===== src/rtl/prog_loader_pkg.sv =====
// Shared types and constants for the program image loader.
// Frame layout: two length bytes, len words of NBYTE bytes each, one checksum byte.
package prog_loader_pkg;

    typedef enum logic [2:0] {
        ST_IDLE   = 3'd0,
        ST_RUN    = 3'd1,
        ST_LEN_LO = 3'd2,
        ST_LEN_HI = 3'd3,
        ST_DATA   = 3'd4,
        ST_CHK    = 3'd5,
        ST_ERR    = 3'd6
    } pl_state_e;

    localparam int HDR_LEN = 2;
    localparam int CHK_LEN = 1;

    // Bytes needed to carry one instruction word.
    function automatic int nbyte(input int nbits);
        return (nbits + 7) / 8;
    endfunction

endpackage


===== src/rtl/pl_word_asm.sv =====
// Word assembler: shifts data bytes in LSB first, counts bytes per word
// and keeps the running XOR of every frame byte.
module pl_word_asm
    import prog_loader_pkg::*;
#(
    parameter int NBINST = 15
) (
    input  logic              clk,
    input  logic              rst,
    input  logic              clr_i,
    input  logic              byte_stb_i,
    input  logic              data_stb_i,
    input  logic [7:0]        byte_i,
    output logic              word_last_o,
    output logic              word_valid_o,
    output logic [NBINST-1:0] word_o,
    output logic [7:0]        csum_o
);

    localparam int NB  = nbyte(NBINST);
    localparam int SRW = 8 * NB;
    localparam int BCW = (NB > 1) ? $clog2(NB) : 1;

    logic [BCW-1:0] bcnt_q, bcnt_d;
    logic [SRW-1:0] sr_q, sr_d;
    logic           wv_q, wv_d;
    logic [7:0]     csum_q, csum_d;

    assign word_last_o = data_stb_i && (bcnt_q == BCW'(NB - 1));

    always_comb begin
        bcnt_d = bcnt_q;
        sr_d   = sr_q;
        wv_d   = 1'b0;
        csum_d = csum_q;
        if (clr_i) begin
            bcnt_d = '0;
            csum_d = '0;
        end else begin
            if (byte_stb_i) begin
                csum_d = csum_q ^ byte_i;
            end
            // New byte enters at the top so the first byte ends up in the LSBs.
            if (data_stb_i) begin
                sr_d   = (sr_q >> 8) | (SRW'(byte_i) << (SRW - 8));
                bcnt_d = word_last_o ? '0 : bcnt_q + BCW'(1);
            end
            wv_d = word_last_o;
        end
    end

    always_ff @(posedge clk) begin
        if (rst) begin
            bcnt_q <= '0;
            sr_q   <= '0;
            wv_q   <= 1'b0;
            csum_q <= '0;
        end else begin
            bcnt_q <= bcnt_d;
            sr_q   <= sr_d;
            wv_q   <= wv_d;
            csum_q <= csum_d;
        end
    end

    assign word_valid_o = wv_q;
    assign word_o       = sr_q[NBINST-1:0];
    assign csum_o       = csum_q;

    // Pad bits above NBINST are shifted through but never written to memory.
    generate
        if (SRW > NBINST) begin : g_pad
            logic unused_pad;
            assign unused_pad = ^sr_q[SRW-1:NBINST];
        end
    endgenerate

endmodule


===== src/rtl/prog_loader.sv =====
// Boot/reload sequencer: receives a framed program image, writes it into
// instruction memory and holds the core in reset until the checksum verifies.
module prog_loader
    import prog_loader_pkg::*;
#(
    parameter int NBINST     = 15,
    parameter int MINSTW     = 9,
    parameter int RUN_ON_RST = 1
) (
    input  logic              clk,
    input  logic              rst,
    input  logic              load_req,
    input  logic [7:0]        rx_data,
    input  logic              rx_valid,
    output logic              rx_ready,
    output logic              im_wr,
    output logic [MINSTW-1:0] im_addr,
    output logic [NBINST-1:0] im_data,
    output logic              core_rst,
    output logic              busy,
    output logic              done,
    output logic              err,
    output pl_state_e         dbg_state
);

    localparam pl_state_e   RST_STATE = (RUN_ON_RST != 0) ? ST_RUN : ST_IDLE;
    localparam logic [16:0] MAX_LEN   = 17'(1 << MINSTW);

    pl_state_e         state_q, state_d;
    logic [15:0]       len_q, len_d;
    logic [15:0]       wcnt_q, wcnt_d;
    logic [MINSTW-1:0] widx_q, widx_d;
    logic [16:0]       len_ext;

    logic              accept;
    logic              start;
    logic              word_last;
    logic              word_valid;
    logic [NBINST-1:0] word;
    logic [7:0]        csum;

    // A byte transfers on a rising edge where rx_valid && rx_ready; rx_ready
    // depends only on state, never on rx_valid, and the sender holds
    // rx_data stable while rx_valid is high and not yet accepted.
    assign rx_ready = (state_q == ST_LEN_LO) || (state_q == ST_LEN_HI) ||
                      (state_q == ST_DATA)   || (state_q == ST_CHK);
    assign accept   = rx_valid && rx_ready;
    assign start    = load_req && ((state_q == ST_IDLE) || (state_q == ST_RUN) ||
                                   (state_q == ST_ERR));
    assign len_ext  = {1'b0, rx_data, len_q[7:0]};

    pl_word_asm #(
        .NBINST(NBINST)
    ) u_asm (
        .clk         (clk),
        .rst         (rst),
        .clr_i       (start),
        .byte_stb_i  (accept && (state_q != ST_CHK)),
        .data_stb_i  (accept && (state_q == ST_DATA)),
        .byte_i      (rx_data),
        .word_last_o (word_last),
        .word_valid_o(word_valid),
        .word_o      (word),
        .csum_o      (csum)
    );

    always_comb begin
        state_d = state_q;
        len_d   = len_q;
        wcnt_d  = wcnt_q;
        widx_d  = widx_q;
        done    = 1'b0;
        if (word_valid) begin
            widx_d = widx_q + MINSTW'(1);
        end
        case (state_q)
            ST_IDLE, ST_RUN, ST_ERR: begin
                if (start) begin
                    state_d = ST_LEN_LO;
                    wcnt_d  = '0;
                    widx_d  = '0;
                end
            end
            ST_LEN_LO: begin
                if (accept) begin
                    len_d   = {len_q[15:8], rx_data};
                    state_d = ST_LEN_HI;
                end
            end
            ST_LEN_HI: begin
                if (accept) begin
                    len_d = len_ext[15:0];
                    if (len_ext == 17'd0) begin
                        state_d = ST_CHK;
                    end else if (len_ext > MAX_LEN) begin
                        state_d = ST_ERR;
                    end else begin
                        state_d = ST_DATA;
                    end
                end
            end
            ST_DATA: begin
                // Leave on the last byte so the checksum byte can follow
                // immediately; the final write lands in the first CHK cycle.
                if (word_last) begin
                    wcnt_d = wcnt_q + 16'd1;
                    if (wcnt_q == len_q - 16'd1) begin
                        state_d = ST_CHK;
                    end
                end
            end
            ST_CHK: begin
                if (accept) begin
                    if (rx_data == csum) begin
                        state_d = ST_RUN;
                        done    = 1'b1;
                    end else begin
                        state_d = ST_ERR;
                    end
                end
            end
            default: state_d = RST_STATE;
        endcase
    end

    always_ff @(posedge clk) begin
        if (rst) begin
            state_q <= RST_STATE;
            len_q   <= '0;
            wcnt_q  <= '0;
            widx_q  <= '0;
        end else begin
            state_q <= state_d;
            len_q   <= len_d;
            wcnt_q  <= wcnt_d;
            widx_q  <= widx_d;
        end
    end

    assign core_rst  = !((state_q == ST_RUN) || done);
    assign busy      = rx_ready;
    assign err       = (state_q == ST_ERR);
    assign im_wr     = word_valid;
    assign im_addr   = widx_q;
    assign im_data   = word;
    assign dbg_state = state_q;

endmodule


===== config.mk =====
export PLATFORM = sky130hd
export DESIGN_NAME = prog_loader
export DESIGN_NICKNAME = d
export VERILOG_FILES = /design/src/rtl/prog_loader_pkg.sv /design/src/rtl/pl_word_asm.sv /design/src/rtl/prog_loader.sv
export SDC_FILE = /design/constraint.sdc
export NUM_CORES = 1
export LEC_CHECK = 0
export ABC_AREA = 1
export BUFFER_PORTS_ARGS = -buffer_cell sky130_fd_sc_hd__buf_2
export CAP_MARGIN = 20
export CORE_UTILIZATION = 60
export CTS_BUF_LIST = sky130_fd_sc_hd__clkbuf_4
export CTS_CLUSTER_SIZE = 8
export DETAILED_ROUTE_END_ITERATION = 7
export MAX_ROUTING_LAYER = met4
export PLACE_DENSITY = 0.82
export SYNTH_ARGS = -nofsm -noshare
export SYNTH_HDL_FRONTEND = slang
export SYNTH_SLANG_ARGS = --single-unit

===== constraint.sdc =====
create_clock -name clk -period 2.35 [get_ports clk]
set_input_delay 0.1175 -clock clk [delete_from_list [all_inputs] [get_ports clk]]
set_output_delay 0.1175 -clock clk [all_outputs]
set_load 0.05 [all_outputs]

# == Word-level counts from Yosys, hierarchy flattened ==
# Index checks and enable logic that the tools add are counted.
# Widths: inputs -> output; s select.
# totals
regBits,70
in_bits,12
out_inout_bits,33
word_cells,79
# classes
addsub,4
order_cmp,1
eq_ne,15
mux,23
bitwise,5
n_reduce_logical,22
# ops
op,n
$pmux 16 s2,2
$mux 16,3
$mux 9,3
$mux 3,7
$logic_not 17->1,1
$add 16x1->16 const B,1
$eq 16x16->1,1
$gt 16x10->1 const B,1
$or 8x16->16,1
$sub 16x1->16 const B,1
$pmux 3 s5,1
$add 9x1->9 const B,1
$eq 3x3->1 const B,3
$reduce_and 3->1,3
$eq 8x8->1,1
$mux 8,1
$ne 2x2->1 const B,4
$xor 8x8->8,1
$eq 3x2->1 const B,2
$logic_or 1x1->1,6
$reduce_and 6->1,1
$logic_and 1x1->1,5
$mux 1,4
$mux 2,2
11 further kinds,14

# == Longest topological paths before layout ==
# Gate-level depths: netlist of the first run.
# logic_depth
depth_word,9
mapped_depth,16
mapped_depth_nobuf,16

# == Hierarchy ==
# Synthesis of the first run repeated with hierarchy kept, for this count alone.
# unflattened
hier_cells,603
area_unflattened_um2,4017.6
# by_module_without_submodules
mod,n_inst,cells_per_inst,area_per_inst_um2,seq_area_each_um2
prog_loader,1,433,2820.2,880.8
pl_word_asm,1,170,1197.4,520.5

# == Worst setup path before layout of the first run ==
# OpenSTA, ideal clock, no wires.
# synth_path
kind,register to output
start,"register state_q[2], in the netlist dbg_state[2]"
end,output core_rst
t_arrival_ns,3.377
required_ns,2.233
setup_slack_ns,-1.144
stages_incl_launch_ff,8
n_path_buf,0
path_cell_list,dfxtp_1 > inv_1 > nor2_1 > inv_2 > nand3_1 > nand2_1 > nor3_1 > a31oi_1
# synth_via
elab_chain_len,9
word_cells_on_any_way,13
cone_classes,eq/ne (5); mux (2); reduce/logical (6)
# synth_rtl
element,line,rtl
"start, declared",prog_loader.sv:29,"pl_state_e state_q, state_d;"
"start signal, assigned",prog_loader.sv:133,state_q <= state_d;
$eq 3x2->1,prog_loader.sv:45,assign rx_ready = (state_q == ST_LEN_LO) || (state_q == ST_LEN_HI) ||
$logic_or 1x1->1 (2 in series),prog_loader.sv:45,
$logic_or 1x1->1 *,prog_loader.sv:46,(state_q == ST_DATA) || (state_q == ST_CHK);
net busy,prog_loader.sv:20,"output logic busy,"
$logic_and 1x1->1 *,prog_loader.sv:47,assign accept = rx_valid && rx_ready;
$mux 1 *,prog_loader.sv:113,if (accept) begin
$mux 1 *,prog_loader.sv:76,case (state_q)
net done,prog_loader.sv:21,"output logic done,"
$logic_or 1x1->1 *,prog_loader.sv:140,assign core_rst = !((state_q == ST_RUN) || done);
$logic_not 1->1 *,prog_loader.sv:140,
"end, declared",prog_loader.sv:19,"output logic core_rst,"
# The timed path passes the listed nets; every way through them passes the cells marked *.

# == Worst setup path in the final report of the first run ==
# layout_path
start,register len_q[0]
end,"register state_q[1], in the netlist dbg_state[1]"
# layout_via
elab_chain_len,5
word_cells_on_any_way,10
cone_classes,add/sub (1); order compare (1); eq/ne (2); mux (4); reduce/logical (2)
# layout_rtl
element,line,rtl
"start, declared",prog_loader.sv:30,"logic [15:0] len_q, len_d;"
"start signal, assigned",prog_loader.sv:134,len_q <= len_d;
branches (longest 5 deep; another with $sub 16x1->16),n/a,
# Several ways; the timed one is not identified. The select of a mux whose other input is x is not followed.
# A chain may end at the register's enable or synchronous reset.

==> impl_metrics.tcl, run 1 <==
set metrics [dict create \
    critical_path.reg2reg.startpoint "len_q[0]" \
    cts.root.buffer_cell "clkbuf_4" \
    dr.pass1.iters 5 \
    cellLeakagePower_nw 1.98 \
    syn-num-nets 585 \
    timing.final.crit_share_pct 89.1 \
    share_clk_of_total_power_pct 23.4 \
    timing.critical_path.required_ns 2.66 \
    hold_start "rx_data[5]" \
    grt_busiest_layer "met2" \
    synth_area_leaders "dfxtp_1 (36%), nand2_1 (11%), nor2_1 (9.1%), a21oi_1 (5.3%), inv_1 (5.0%)" \
    grt_pass1_vias 3309 \
    timing_hold_violations_final 0 \
    post_synth_and_or_nand_nor_area_fraction_pct 33.4 \
    combinational_cell_fraction_of_total_power_pct 42.7 \
    synth_area_sq_um 3890 \
    crit_slowest_cell "dfxtp_1" \
    post_cts_resize_count 0 \
    core_region_area_sq_um 6100 \
    switching_power_summed_over_all_nets_w 0.00181 \
    critical-path-top-delay-family "simple AND/OR/NAND/NOR gates" \
    flow.area_growth_from_synthesis_pct 9.91 \
    cp_cell_sequence "inv_1, ha_1, nand2_1, nor2_4, nand3_1, nand2_1, inv_1, nor2_1, nand2_1, nor2_1, nand2_1, nand2_2, nand3_1, nand2_1, nor2_1" \
    vias 3697 \
    global_route.usage.met1_pct 37.3 \
    gr-usage-met3_pct 5.49 \
    antenna_violating_nets_post_route 0 \
    synth_seq_area_share_pct 36.0 \
    finalSetupViolCount 0 \
    peakVddDrop_v 0.00121 \
    detailedPlacementHpwl_mm 6.84 \
    achievable-frequency_mhz 478 \
    gp_routability_congestion 0.966 \
    slew_headroom_pct 55.4 \
    power_density_nw_per_um2 986 \
    critPathLaunch "len_q[0]" \
    tns_ns 0 \
    clock_latency_ns 0.42 \
    fin_skew_ns 0.0190 \
    dieArea_sq_um 6810 \
    die_height_um 82.5 \
    drive_gt1_share_pct 15.7 \
    grt_util_met2_pct 50.2 \
    cts.repair_timing.setup_buffer_count 0 \
    internal_power_of_the_cells_w 0.00240 \
    synthMuxAreaShare_pct 0 \
    synth_xor_area_share_pct 6.76 \
    finalWorstPathRequiredPeriod_ns 2.09 \
    tightestPinTransition_ns 0.662 \
    routed_wirelength_mm 9.22 \
    final_util_pct 70.1 \
    grt_pass1_wl_mm 15.1 \
    switching_share_pct 43.0 \
    cp_common_cell "nand2_1" \
    initial_utilization_pct 63.8 \
    cts_made_buffers 9 \
    maxCapViolCount 0 \
    final_net_count 615 \
    synthAdderAreaFrac_pct 1.29 \
    ys.warnings.count 0 \
    detail_route.wl_per_cell_um 13.6 \
    hold_path.class "input port to flip-flop" \
    htree_num_levels 3 \
    cp_max_fo 6 \
    detail_route.vias_per_cell 5.44 \
    clk_transition_reported_paths_ns 0.11 \
    cts-root-to-sink-buffers 2 \
    critPathCaptureType "flip-flop" \
    design.portCount 45 \
    status "completed" \
    netlist-cell-type-count 34 \
    startpoint_type "flip-flop" \
    sequentialPowerShare_pct 33.9 \
    synth_top_family_by_area "simple AND/OR/NAND/NOR gates" \
    synth_compound_gate_area_share_pct 12.5 \
    syn_avg_cell_area_sq_um 6.83 \
    die_w_um 82.5 \
    antenna_violations_before_repair 0 \
    crit_path_max_incr_delay_ns 0.36 \
    synth.top_cell.area_share_pct 36.0 \
    cts_tree "built" \
    drcViolationCount 0 \
    antennaDiodeCount 0 \
    worstPathArrival_ns 2.41 \
    path_class "flip-flop to flip-flop" \
    grt_setup_unrepaired "no" \
    synth_seq_cells 70 \
    timing_max_transition_violations_final 0 \
    initialDrtViolationCount 249 \
    grt_use_total_pct 30.3 \
    cts_hold_repair.buffers 0 \
    largest_net_degree_at_the_start_of_global_routing 25 \
    synth_cells 569 \
    synth_top_cell_by_area "dfxtp_1" \
    cts.sinks 70 \
    rows 28 \
    place.port_buffers 44 \
    cp_num_buf_inv 2 \
    grt_overflow 0 \
]
==> per-stage QoR <==
stage	std cells	instance area (sq um)	worst slack, ns	hold slack (ns)	power [W]
CTS	679	4270	0.275	0.0137	0.00420
global placement	663	4090	0.422	0.447	0.00318
floorplan	569	3920	0.122	0.252	0.00291
detailed placement	663	4090	0.306	0.448	0.00322
finish	679	4270	0.256	0.0194	0.00422
global route	679	4270	0.0658	0.0222	0.00450
==> cell usage in the layout, fill, tap and decap left out, types with 10 or more instances in the layout <==
cell type	synthesis	final
nor3_1	13	12
a21oi_1	41	41
buf_2	4	44
dfxtp_1	70	67
o21ai_0	37	37
nor2_1	94	94
xnor2_1	16	16
nand3_1	35	34
clkbuf_4	0	10
inv_1	52	52
xor2_1	14	14
nand2_1	109	109
==> registers in the layout, indices dropped and copies added (netlist names) <==
| register | cells |
|---|---|
| im_addr | 9 |
| dbg_state | 3 |
| wcnt_q | 16 |
| u_asm.word_valid_o | 1 |
| len_q | 16 |
| u_asm.csum_o | 8 |
| u_asm.bcnt_q | 1 |
| u_asm.sr_q | 16 |
==> area by class of cell <==
type	count	area (sq um)
inverter	56	210
clock inverter	6	110
timing repair buffer	49	258
clock buffer	10	75.1
multi-input combinational	413	2120
sequential	70	1410
tap	75	93.8
fill	540	1820
==> logic make-up (layout without fill, tap and decap cells) <==
kind of cell | after synthesis | count (layout)
AO/OA/AOI/OAI | 90 | 90
adder cells (fa/ha/maj) | 4 | 4
XOR/XNOR | 30 | 30
AND/OR/NAND/NOR | 289 | 289
buffers and inverters | 86 | 121
flip-flops | 70 | 70
==> tightest hold or removal path, cell delays in order <==
cell,delay [ns]
buf_2,0.13
nand3_1,0.08
a21oi_1,0.06
==> synth_stat cells, drive strengths merged <==
cell type and instances:
o211ai 1, nor3 15, nor2 103, ha 4, dfxtp 70, xnor2 16
xor2 14, o21ai 39, nand3b 6, or2 1, and2 1, nor4 5
clkinv 1, nand3 36, inv 55, a21oi 42, nand4 7, a211oi 6
buf 20, a31oi 1, clkbuf 10, o21a 1, nand2 115
==> routing by layer <==
metal  up-vias  wire [um]
met1      1706       4190
li1       1888          -
met4         0        188
met2        85       4490
met3        18        353
met5         -          0
==> power by group through the flow <==
stage / sequential, W / combinational, W / clock (W)
3_5_place_dp: 0.00145 / 0.00177 / 0
3_3_place_gp: 0.00145 / 0.00173 / 0
4_1_cts: 0.00143 / 0.00179 / 0.000990
2_1_floorplan: 0.00150 / 0.00142 / 0
6_report: 0.00143 / 0.00180 / 0.000987
5_1_grt: 0.00145 / 0.00200 / 0.00105
==> final timing paths <==
path                      to  slack [ns]  cells past startpoint
max             dbg_state[1]        0.26                     15
min reg2reg  u_asm.csum_o[0]        0.49                      2
min                len_q[13]        0.02                      3
max reg2reg     dbg_state[1]        0.26                     15
(Power assumes the default switching activity.)
==> run 2, diff against run 1 <==
--- a/config.mk
+++ b/config.mk
@@ -8,6 +8,7 @@
 export ABC_AREA = 1
 export BUFFER_PORTS_ARGS = -buffer_cell sky130_fd_sc_hd__buf_2
 export CAP_MARGIN = 20
+export CORE_ASPECT_RATIO = 0.75
 export CORE_UTILIZATION = 60
 export CTS_BUF_LIST = sky130_fd_sc_hd__clkbuf_4
 export CTS_CLUSTER_SIZE = 8
==> impl_metrics.tcl, run 2 (synthesis gave the netlist of run 1 again) <==
set metrics [dict create \
    status "completed" \
    finalSetupViolCount 0 \
    worstPathArrival_ns 2.00 \
    fill_cells 557 \
    reg_top3 "len_q: 16 flops, u_asm.sr_q: 16 flops, wcnt_q: 16 flops" \
    startpoint_type "flip-flop" \
    grt_setup_unrepaired "no" \
    critPathCaptureType "primary output" \
    hold_path.class "input port to flip-flop" \
    timing_max_transition_violations_final 0 \
    die_height_um 71.7 \
    maxCapViolCount 0 \
    detailedPlacementHpwl_mm 6.87 \
    die_w_um 95.0 \
    design.portCount 45 \
    grt_pass1_wl_mm 15.3 \
    clock_latency_ns 0.44 \
    initial_utilization_pct 61.9 \
    mostFrequentLayoutCells "nand2_1 (109), nor2_1 (94), dfxtp_1 (67), inv_1 (52), buf_2 (44)" \
    power_density_nw_per_um2 969 \
    grt_overflow 0 \
    core_region_area_sq_um 6290 \
    cts.repair_timing.setup_buffer_count 0 \
    final_common_cell "nand2_1" \
    timing_hold_violations_final 0 \
    grt_pass1_vias 3291 \
    fin_hold_ws_ns 0.0170 \
    drcViolationCount 0 \
    finalWorstPathRequiredPeriod_ns 2.12 \
    antenna_violating_nets_post_route 0 \
    rows 25 \
    htree_num_levels 3 \
    dieArea_sq_um 6810 \
    cts.sinks 70 \
    vias 3776 \
    drive_gt1_share_pct 15.8 \
    cts_hold_repair.buffers 1 \
    routed_wirelength_mm 9.23 \
    gp_routability_congestion 1.01 \
    path_class "flip-flop to primary output" \
    slew_headroom_pct 66.7 \
    initialDrtViolationCount 287 \
    tightestPinTransition_ns 0.498 \
    cts_tree "built" \
    antenna_violations_before_repair 0 \
    clk_transition_reported_paths_ns 0.12 \
    achievable-frequency_mhz 471 \
    detail_route.wl_per_cell_um 13.4 \
    cts-root-to-sink-buffers 2 \
    grt_use_total_pct 30.3 \
    area.sequential_sq_um 1410 \
    largest_net_degree_at_the_start_of_global_routing 25 \
    cp_cell_sequence "inv_1, nor2_1, inv_2, nand3_2, nand2_1, nor3_4, buf_2" \
    timing.critical_path.required_ns 2.23 \
    final_util_pct 68.0 \
    antennaDiodeCount 0 \
    place.port_buffers 44 \
    crit_slowest_cell "dfxtp_2" \
    dr.pass1.iters 5 \
    cts_made_buffers 9 \
    tns_ns 0 \
    peakVddDrop_v 0.000569 \
    detail_route.vias_per_cell 5.49 \
    multi_input_area_sq_um 2120 \
    flow.area_growth_from_synthesis_pct 10.0 \
    cts.root.buffer_cell "clkbuf_4" \
    timing.final.crit_share_pct 90.3 \
    final_net_count 618 \
    cp_max_fo 6 \
    crit_path_max_incr_delay_ns 0.41 \
    cellLeakagePower_nw 1.98 \
    fin_skew_ns 0.0120 \
    post_cts_resize_count 0 \
]
run 2: final cells by class:
| cell class | count | share of cell area [%] |
|---|---|---|
| Inverter | 56 | 4.91 |
| Multi-Input combinational cell | 413 | 49.6 |
| Tap cell | 81 | 2.37 |
| Timing Repair Buffer | 52 | 6.61 |
| Clock inverter | 7 | 2.08 |
| Sequential cell | 70 | 32.8 |
| Clock buffer | 9 | 1.58 |
run 2: worst paths after layout:
path	from	end	slack [ns]	cells past startpoint
setup reg to reg	len_q[0]	dbg_state[2]	0.30	15
setup / recovery	dbg_state[2]	done	0.23	7
hold / removal	rx_data[5]	len_q[13]	0.02	3
hold reg to reg	u_asm.csum_o[0]	u_asm.csum_o[0]	0.49	2
run 2: routing by layer:
layer / GRT usage (%) / share of wire (%) / vias to the layer above / wire length (um)
li1: - / - / 1898 / -
met1: 41.4 / 47 / 1698 / 4320
met2: 43.0 / 42 / 167 / 3880
met3: 8.70 / 9.7 / 13 / 894
met4: 9.93 / 1.5 / 0 / 138
met5: - / 0 / - / 0
run 2: through the flow:
step,cell area [sq um],instances,worst slack (ns),power [W]
global route,4280,688,0.101,0.00442
global placement,4110,671,0.413,0.00322
detailed placement,4110,671,0.338,0.00327
floorplan,3920,569,0.122,0.00291
finish,4280,688,0.229,0.00415
CTS,4280,688,0.235,0.00413
run 2: worst max-delay path, delay by kind of cell (launching register included):
| kind | cells | cell delay, ns |
|---|---|---|
| flip-flops | 1 | 0.41 |
| buffers and inverters | 3 | 0.52 |
| AND/OR/NAND/NOR | 4 | 0.64 |
run 2: power breakdown:
group	switching [W]	internal (W)	total, W
Clock	0.000444	0.000424	0.000868
Sequential	0.000115	0.00131	0.00143
Combinational	0.00129	0.000564	0.00185
Total	0.00185	0.00230	0.00415
==> run 3, diff against run 2 <==
--- a/config.mk
+++ b/config.mk
@@ -13,8 +13,11 @@
 export CTS_BUF_LIST = sky130_fd_sc_hd__clkbuf_4
 export CTS_CLUSTER_SIZE = 8
 export DETAILED_ROUTE_END_ITERATION = 7
+export GPL_TIMING_DRIVEN = 0
 export MAX_ROUTING_LAYER = met4
 export PLACE_DENSITY = 0.82
+export SETUP_SLACK_MARGIN = 0.1
 export SYNTH_ARGS = -nofsm -noshare
 export SYNTH_HDL_FRONTEND = slang
 export SYNTH_SLANG_ARGS = --single-unit
+export TNS_END_PERCENT = 100
==> impl_metrics.tcl, run 3 (synthesis gave the netlist of run 1 again) <==
set metrics [dict create \
    tns_ns 0 \
    place.port_buffers 43 \
    detailedPlacementHpwl_mm 7.21 \
    path_class "flip-flop to primary output" \
    clock_latency_ns 0.44 \
    grt_pass1_vias 3447 \
    cellLeakagePower_nw 2.07 \
    timing_max_transition_violations_final 0 \
    global_route.usage.met1_pct 41.5 \
    antenna_violations_before_repair 0 \
    routed_wirelength_mm 9.57 \
    timing_hold_violations_final 0 \
    drcViolationCount 0 \
    antennaDiodeCount 0 \
    cts.root.buffer_cell "clkbuf_4" \
    register_to_register_path_depth 14 \
    critical_path.reg2reg.startpoint "len_q[6]" \
    timing.final.crit_share_pct 88.3 \
    grt_busiest_layer "met2" \
    die_height_um 71.7 \
    final_common_cell "nand2_1" \
    power.total_w 0.00425 \
    drive_gt1_share_pct 17.7 \
    status "completed" \
    grt_setup_unrepaired "no" \
    antenna_violating_nets_post_route 0 \
    fin_hold_ws_ns 0.00930 \
    flow.area_growth_from_synthesis_pct 13.9 \
    reg_top3 "len_q: 16 flops, u_asm.sr_q: 16 flops, wcnt_q: 16 flops" \
    core_region_area_sq_um 6290 \
    slew_headroom_pct 59.1 \
    cts.repair_timing.setup_buffer_count 0 \
    switching_share_pct 45.1 \
    cts_tree "built" \
    fin_skew_ns 0.0138 \
    worstHoldPathCells 3 \
    initial_utilization_pct 61.9 \
    startpoint_type "flip-flop" \
    final-instance-count-excl-fill 712 \
    clk_transition_reported_paths_ns 0.13 \
    sequentialPowerShare_pct 33.6 \
    die_w_um 95.0 \
    hold_path.class "input port to flip-flop" \
    grt_pass1_wl_mm 15.8 \
    power_density_nw_per_um2 960 \
    peakVddDrop_v 0.000630 \
    cts.sinks 70 \
    achievable-frequency_mhz 482 \
    tightestPinTransition_ns 0.608 \
    gr-usage-met3_pct 6.48 \
    reg2reg_slack_ns 0.31 \
    timing.critical_path.required_ns 2.23 \
    worstHoldEndpoint "len_q[14]" \
    placed_cells 693 \
    rows 25 \
    cts_made_buffers 9 \
    cts-root-to-sink-buffers 2 \
    vias 3854 \
    grt_overflow 0 \
    combinational_cell_fraction_of_total_power_pct 44.7 \
    switching_power_summed_over_all_nets_w 0.00192 \
    grt_use_total_pct 31.0 \
    htree_num_levels 3 \
    dieArea_sq_um 6810 \
    internal_power_of_the_cells_w 0.00233 \
    largest_net_degree_at_the_start_of_global_routing 14 \
    detail_route.vias_per_cell 5.41 \
    finalSetupViolCount 0 \
    critPathCaptureType "primary output" \
    dr.pass1.iters 5 \
    gp_routability_congestion 0.942 \
    grt_util_met2_pct 46.4 \
    mostFrequentLayoutCells "nand2_1 (108), nor2_1 (94), dfxtp_1 (67), inv_1 (51), buf_2 (47)" \
    final_net_count 642 \
    maxCapViolCount 0 \
    worstPathArrival_ns 1.96 \
    detail_route.wl_per_cell_um 13.4 \
    share_clk_of_total_power_pct 21.7 \
    worst_r2r_endpoint "dbg_state[2]" \
    design.portCount 45 \
    initialDrtViolationCount 269 \
    hold_start "rx_data[6]" \
    fill_cells 553 \
    cp_max_fo 6 \
    finalWorstPathRequiredPeriod_ns 2.08 \
]
run 3: final cells by class:
cell class	instances	area, sq um	area share [%]
Sequential cell	70	1410	31.7
Clock inverter	7	97.6	2.20
Buffer	30	178	4.01
Multi-Input combinational cell	413	2120	48.0
Timing Repair Buffer	46	245	5.54
Inverter	56	210	4.75
Tap cell	81	101	2.29
Clock buffer	9	67.6	1.53
run 3: metrics by stage:
step                utilization (%)  instance area, sq um  worst slack, ns
detailed placement             67.3                  4230            0.247
finish                         70.4                  4430            0.275
global placement               67.3                  4230            0.290
floorplan                         -                  3920            0.122
global route                   70.4                  4430            0.105
CTS                            70.4                  4430            0.217
run 3: worst max-delay path, cell delays in order, from the launching register on:
cell and delay [ns]:
dfxtp_2 0.41, inv_1 0.09, nor2_1 0.16, inv_1 0.12
nand3_2 0.12, nand2_1 0.11, nor3_4 0.22, buf_2 0.29
run 3: layer usage:
layer / wire, um / vias up
li1: - / 1945
met1: 4520 / 1762
met2: 4240 / 130
met3: 671 / 17
met4: 148 / 0
met5: 0 / -
run 3: worst max-delay path by stage:
stage | to | start | cells after the start
final | done | dbg_state[1] | 7
after global routing | wcnt_q[12] | wcnt_q[0] | 7
after CTS | dbg_state[2] | len_q[0] | 14
after detailed placement | dbg_state[2] | len_q[0] | 14
after global placement | dbg_state[2] | len_q[0] | 15
after floorplan | core_rst | dbg_state[2] | 7
run 3: power by group through the flow:
stage	registers (W)	logic (W)	clock network, W
after floorplan	0.00150	0.00142	0
after global placement	0.00145	0.00180	0
after detailed placement	0.00145	0.00186	0
after CTS	0.00143	0.00187	0.000923
after global routing	0.00145	0.00210	0.000972
final	0.00143	0.00190	0.000923
run 3: repair_timing:
item,4_1_cts,5_1_grt
endpoints found under the hold margin,3,0
endpoints found under the setup margin,0,3
gates resized for setup,0,2
hold buffers,3,0
